### src/rtl/mipsfpga_millis_pkg.sv
// Shared register-map constants and the CTRL layout for the AHB millisecond alarm.
package mipsfpga_millis_pkg;

  localparam logic [2:0] IDX_MILLIS   = 3'd0;
  localparam logic [2:0] IDX_COMPARE  = 3'd1;
  localparam logic [2:0] IDX_STATUS   = 3'd2;
  localparam logic [2:0] IDX_CTRL     = 3'd3;
  localparam logic [2:0] IDX_INTERVAL = 3'd4;

  localparam int CTRL_IRQ_EN_BIT      = 0;
  localparam int CTRL_PERIODIC_EN_BIT = 1;
  localparam int STATUS_MATCH_BIT     = 0;

  typedef struct packed {
    logic periodicEn;
    logic irqEn;
  } ctrl_t;

endpackage

### src/rtl/mipsfpga_millis_match.sv
// Match detection on each millisecond step, sticky MATCH flag, COMPARE register
// with optional periodic reload, and the registered alarm interrupt.
module mipsfpga_millis_match
  import mipsfpga_millis_pkg::*;
#(
  parameter logic [31:0] COMPARE_RST = 32'hFFFF_FFFF
) (
  input  logic        clk,
  input  logic        reset,
  input  logic [31:0] millis_i,
  input  logic        compareWe_i,
  input  logic [31:0] compareWdata_i,
  input  logic        statusClr_i,
  input  ctrl_t       ctrlNext_i,
  input  logic [31:0] interval_i,
  output logic [31:0] compare_o,
  output logic        match_o,
  output logic        irq_o
);

  logic [31:0] millis_q;
  logic [31:0] compare_q, compare_d;
  logic        match_q, match_d;
  logic        irq_q;
  logic        matchEvent;

  // Only a count step can fire, and it is judged against COMPARE before any
  // bus write this cycle; a bus write beats a reload, a match beats a W1C.
  always_comb begin
    matchEvent = (millis_i != millis_q) && (millis_i == compare_q);
    compare_d  = compare_q;
    if (compareWe_i)
      compare_d = compareWdata_i;
    else if (matchEvent && ctrlNext_i.periodicEn)
      compare_d = compare_q + interval_i;
    match_d = match_q;
    if (statusClr_i)
      match_d = 1'b0;
    if (matchEvent)
      match_d = 1'b1;
  end

  always_ff @(posedge clk) begin
    if (reset) begin
      millis_q  <= 32'd0;
      compare_q <= COMPARE_RST;
      match_q   <= 1'b0;
      irq_q     <= 1'b0;
    end else begin
      millis_q  <= millis_i;
      compare_q <= compare_d;
      match_q   <= match_d;
      irq_q     <= match_d & ctrlNext_i.irqEn;
    end
  end

  assign compare_o = compare_q;
  assign match_o   = match_q;
  assign irq_o     = irq_q;

endmodule

### src/rtl/mipsfpga_ahb_millis_alarm.sv
// Zero-wait AHB-Lite slave exposing the millisecond count, COMPARE/STATUS/CTRL and,
// when MILLIS_ALARM_PERIODIC_EN is defined, INTERVAL with periodic COMPARE reload.
module mipsfpga_ahb_millis_alarm
  import mipsfpga_millis_pkg::*;
#(
  parameter logic [31:0] COMPARE_RST = 32'hFFFF_FFFF
) (
  input  logic        clk,
  input  logic        reset,
  input  logic [31:0] millis,
  input  logic        HSEL,
  input  logic [4:0]  HADDR,
  input  logic [1:0]  HTRANS,
  input  logic        HWRITE,
  input  logic        HREADY,
  input  logic [31:0] HWDATA,
  output logic [31:0] HRDATA,
  output logic        HREADYOUT,
  output logic        HRESP,
  output logic        irq
);

  logic        dpValid_q;
  logic        dpWrite_q;
  logic [2:0]  dpIdx_q;
  ctrl_t       ctrl_q, ctrl_d;
  logic [31:0] intervalVal;
  logic [31:0] compareVal;
  logic        matchVal;
  logic        wrEn;
  logic        unusedBits;

  assign unusedBits = ^{HADDR[1:0], HTRANS[0]};
  assign HREADYOUT  = 1'b1;
  assign HRESP      = 1'b0;
  assign wrEn       = dpValid_q & dpWrite_q;

  always_ff @(posedge clk) begin
    if (reset) begin
      dpValid_q <= 1'b0;
      dpWrite_q <= 1'b0;
      dpIdx_q   <= 3'd0;
    end else begin
      dpValid_q <= HSEL & HTRANS[1] & HREADY;
      dpWrite_q <= HWRITE;
      dpIdx_q   <= HADDR[4:2];
    end
  end

  always_comb begin
    ctrl_d = ctrl_q;
    if (wrEn && dpIdx_q == IDX_CTRL) begin
      ctrl_d.irqEn = HWDATA[CTRL_IRQ_EN_BIT];
`ifdef MILLIS_ALARM_PERIODIC_EN
      ctrl_d.periodicEn = HWDATA[CTRL_PERIODIC_EN_BIT];
`endif
    end
`ifndef MILLIS_ALARM_PERIODIC_EN
    ctrl_d.periodicEn = 1'b0;
`endif
  end

  always_ff @(posedge clk) begin
    if (reset)
      ctrl_q <= '0;
    else
      ctrl_q <= ctrl_d;
  end

`ifdef MILLIS_ALARM_PERIODIC_EN
  logic [31:0] interval_q;

  always_ff @(posedge clk) begin
    if (reset)
      interval_q <= 32'd0;
    else if (wrEn && dpIdx_q == IDX_INTERVAL)
      interval_q <= HWDATA;
  end

  assign intervalVal = interval_q;
`else
  assign intervalVal = 32'd0;
`endif

  mipsfpga_millis_match #(
    .COMPARE_RST(COMPARE_RST)
  ) u_match (
    .clk           (clk),
    .reset         (reset),
    .millis_i      (millis),
    .compareWe_i   (wrEn && dpIdx_q == IDX_COMPARE),
    .compareWdata_i(HWDATA),
    .statusClr_i   (wrEn && dpIdx_q == IDX_STATUS && HWDATA[STATUS_MATCH_BIT]),
    .ctrlNext_i    (ctrl_d),
    .interval_i    (intervalVal),
    .compare_o     (compareVal),
    .match_o       (matchVal),
    .irq_o         (irq)
  );

  always_comb begin
    HRDATA = 32'd0;
    if (dpValid_q) begin
      case (dpIdx_q)
        IDX_MILLIS:   HRDATA = millis;
        IDX_COMPARE:  HRDATA = compareVal;
        IDX_STATUS:   HRDATA[STATUS_MATCH_BIT] = matchVal;
        IDX_CTRL:     HRDATA[1:0] = ctrl_q;
        IDX_INTERVAL: HRDATA = intervalVal;
        default:      HRDATA = 32'd0;
      endcase
    end
  end

endmodule

### config.mk
export PLATFORM = sky130hd
export DESIGN_NAME = mipsfpga_ahb_millis_alarm
export DESIGN_NICKNAME = d
export VERILOG_FILES = /design/src/rtl/mipsfpga_millis_pkg.sv /design/src/rtl/mipsfpga_millis_match.sv /design/src/rtl/mipsfpga_ahb_millis_alarm.sv
export SDC_FILE = /design/constraint.sdc
export NUM_CORES = 1
export LEC_CHECK = 0
export ABC_AREA = 1
export BUFFER_PORTS_ARGS = -buffer_cell sky130_fd_sc_hd__buf_2
export CAP_MARGIN = 5
export CORE_MARGIN = 4
export CORE_UTILIZATION = 52
export CTS_CLUSTER_DIAMETER = 200
export DETAILED_ROUTE_END_ITERATION = 7
export PLACE_DENSITY = 0.8
export SYNTH_ARGS = -nofsm -noshare
export SYNTH_HDL_FRONTEND = slang
export SYNTH_SLANG_ARGS = --single-unit
### constraint.sdc
create_clock -name clk -period 1.65 [get_ports clk]
set_input_delay 0 -clock clk [delete_from_list [all_inputs] [get_ports clk]]
set_output_delay 0 -clock clk [all_outputs]
set_load 0.01 [all_outputs]
==> summary.md <==
| Metric | Value |
|---|---|
| Top cells by area, synth | dfxtp_1, nand2_1, a21oi_1 |
| Largest net degree at the start of global routing | 58 |
| CP required | 1.65 ns |
| Fmax | 620 MHz |
| Net Count, Synth | between 600 and 700 |
| Diodes inserted | 0 |
| Commonest non-fill, non-tap cells in the layout | nand2_1, buf_2, inv_1, dfxtp_1 |
| Clk pwr share | between 30% and 40% |
| Syn. warnings | 0 |
| Congestion Overflow GR | 0 |
| Commonest non-fill, non-tap cell in the layout | nand2_1 |
| Unrepaired setup endpoints after global routing | true |
| CP Max Fanout | 21 |
| Number of fill cells | roughly 570 |
| Worst EP arrival | around 1.6 ns |
| Die X | 93.2 um |
| Reg-to-reg startpoint | dpIdx_q[1]$_SDFF_PP0_ |
| Least-Margin Pin Slew | 0.520 ns |
| Clock Tree Root | clkbuf_8 |
| Post-synth top area share | 38.2% |
| First-pass detailed-route iteration total | 5 |
| R2R depth | 7 |
| DRC | 0 |
| Fraction of layout cells with a size suffix above 1 | between 15 and 20% |
| Clock Latency Late Sink | 0.34 ns |
| # placed instances | roughly 770 |
| Synth Cell Area | 0.00377 mm2 |
| Die height | approximately 93 um |
| Initial antenna violation count | 0 |
| Final min period | 1.61 ns |
| Sink Count | slightly above 70 |
| Crit path buf inv count | 3 |
| Register-to-register setup slack | roughly 0.26 ns |
| Clock Skew | just under 0.01 ns |
| Via count of the first global-routing pass | around 3900 |
| Hold Path End | u_match.millis_q[29]$_SDFF_PP0_ |
| I/O pin total | roughly 110 |
| Slew Viols, Final | 0 |
| Final setup viols | 0 |
| Comb power frac | a little under a fifth |
| Worst-path cell chain | nor2_4, nand2_2, inv_6, buf_12, nand2_1, a21oi_1, buf_2 |
| Peak supply drop | 0.526 mV |
| Sw frac | a little over a quarter |
| Min-delay src | reset |
| Outcome | finished clean |
| HPWL Detailed | approximately 6.8 mm |
| Core Util, Final | approximately three quarters |
| Mapped Cells | 586 |
| Setup crit end kind | primary output |
| Initial Util | between 50% and 60% |
| Num CTS Buffers | 9 |
| Vias | around 4200 |
| WL final | ~11 mm |
| Netlist cell types | 24 |
| RR Endpoint | u_match.compare_o[27]$_SDFFE_PP1P_ |
| Register area share after synthesis | 38.2% |
| Max-Cap Viols | 0 |
| Post-DR wirelength/cell | roughly 13 um |
| Area delta synth->final | 39.2% |
| Hold Crit Class | in2reg |
| Detail Route Antenna Nets | 0 |
| Family with the most delay on the worst path | buffers and inverters |
| Tcrit/Tclk final | a little over nine tenths |
| Core footprint | 0.00691 mm2 |
| Storage cell area | between 0.001 and 0.0015 mm2 |
| First-pass GRT wire length | roughly 18 mm |
| Switch Pwr | around 0.00095 W |
| Pleak | 2.74 nW |
| DR iter-0 viols | about 250 |
| Cell Int Power | ~0.0027 W |
| GP Congestion | 0.805 |
| Syn Area/Cell | 6.44 um2 |
| FF+latch count, synth | 72 |
| Slew headroom | about 65% |
| Row count | 30 |
| Port buffer count | 105 |
| Final Non-Filler Cells | approximately 850 |
| Synth area leader | dfxtp_1 |
| CP max-delay cell | dfxtp_1 |
| DIE AREA | slightly below 0.009 mm2 |
| Nets | around 830 |
| Sequential Power Share | 50.1% |
| Startpoint Class | register |
| Power density over the cells | 689 mW/mm2 |
| CTS HTree Levels | 3 |
| Total track usage | between 20 and 30% |
| Setup CP Type | reg2out |
| Via/cell ratio | around 5 |
| CTS tree | yes |
| Clock transition at the registers of the reported paths | roughly 0.070 ns |
| Hold Path Depth | 2 |
| Final hold violation count | 0 |
| Area of the multi-input gates | between 0.0015 and 0.002 mm2 |
| Max incr delay on CP | 0.34 ns |
| Longest Clk Path Bufs | 2 |
## worst reg2reg max path, stage by stage (launching register included)
cell and delay (ns):
dfxtp_1 0.34, nor2_4 0.14, nand2_2 0.12, nor2_4 0.12
buf_12 0.25, inv_2 0.15, nand2_1 0.08, nand3_1 0.06
## layer usage
layer | vias up | part of all wire, % | global-route usage (%)
li1 | 2129 | - | -
met1 | 1860 | 42 | 30.6
met2 | 168 | 48 | 45.2
met3 | 22 | 7.9 | 4.42
met4 | 0 | 1.8 | 9.65
met5 | - | 0 | 0
## registers in the layout, summed over array words and instances, names as in the netlist
signal,flops
ctrl_q,1
dpValid_q,1
dpIdx_q,3
u_match.millis_q,32
u_match.irq_o,1
u_match.compare_o,32
u_match.match_o,1
dpWrite_q,1
## how the worst max path moves through the flow
stage | slack [ns] | cells past startpoint | from | endpoint
3_5_place_dp | 0.27 | 7 | dpIdx_q[1]$_SDFF_PP0_ | HRDATA[18]
3_3_place_gp | 0.30 | 7 | dpIdx_q[1]$_SDFF_PP0_ | HRDATA[9]
5_1_grt | -0.04 | 7 | dpIdx_q[1]$_SDFF_PP0_ | HRDATA[0]
6_report | 0.04 | 7 | dpIdx_q[1]$_SDFF_PP0_ | HRDATA[18]
2_1_floorplan | 0.50 | 6 | dpIdx_q[1]$_SDFF_PP0_ | u_match.compare_o[0]$_SDFFE_PP1P_
4_1_cts | 0.03 | 7 | dpIdx_q[1]$_SDFF_PP0_ | HRDATA[0]
## cells by family (layout without fill, tap and decap cells)
group / after synthesis / after routing / share of synthesized area, %
other: 2 / 2 / 0.199
AO/OA/AOI/OAI: 85 / 85 / 11.5
flip-flops: 72 / 72 / 38.2
buffers and inverters: 104 / 274 / 11.6
XOR/XNOR: 33 / 33 / 7.66
AND/OR/NAND/NOR: 290 / 290 / 30.8
## repair_timing
action,4_1_cts,5_1_grt
cloned,0,0
hold endpoints to repair,69,0
hold buffers,70,0
resized for setup,2,4
endpoints found under the setup margin,21,14
buffers inserted,1,0
## cells in the mapped netlist (all sizes together)
library cell	n
clkbuf	11
xor2	7
or2	1
o22ai	1
xnor2	26
nand3	43
dfxtp	72
conb	2
o21ai	25
a21oi	57
a221oi	1
nand2	174
nor2	72
buf	16
inv	76
o221ai	1
clkinv	1
## power groups by stage
stage	Sequential [W]	Clock (W)	Combinational (W)
6_report	0.00181	0.00114	0.000666
5_1_grt	0.00182	0.00123	0.000733
4_1_cts	0.00181	0.00116	0.000646
3_5_place_dp	0.00185	0	0.000513
3_3_place_gp	0.00185	0	0.000501
2_1_floorplan	0.00185	0	0.000310
## per-stage QoR
step | instance area (um2) | worst slack [ns] | total power, W | hold WS (ns) | setup TNS, ns
4_1_cts | 5240 | 0.0313 | 0.00362 | 0.0523 | 0
3_3_place_gp | 4370 | 0.300 | 0.00235 | 0.207 | 0
3_5_place_dp | 4370 | 0.272 | 0.00237 | 0.208 | 0
5_1_grt | 5250 | -0.0369 | 0.00378 | 0.0702 | -0.203
6_report | 5250 | 0.0370 | 0.00362 | 0.0682 | 0
2_1_floorplan | 3770 | 0.500 | 0.00216 | 0.107 | 0
## area by class of cell
type,instances,share of cell area [%]
Clock buffer,10,2.62
Clock inverter,2,0.191
Inverter,77,5.60
Multi-Input combinational cell,410,36.3
Sequential cell,72,27.5
Tap cell,96,2.29
Timing Repair Buffer,185,25.5
Power figures use the tool's default switching activity.
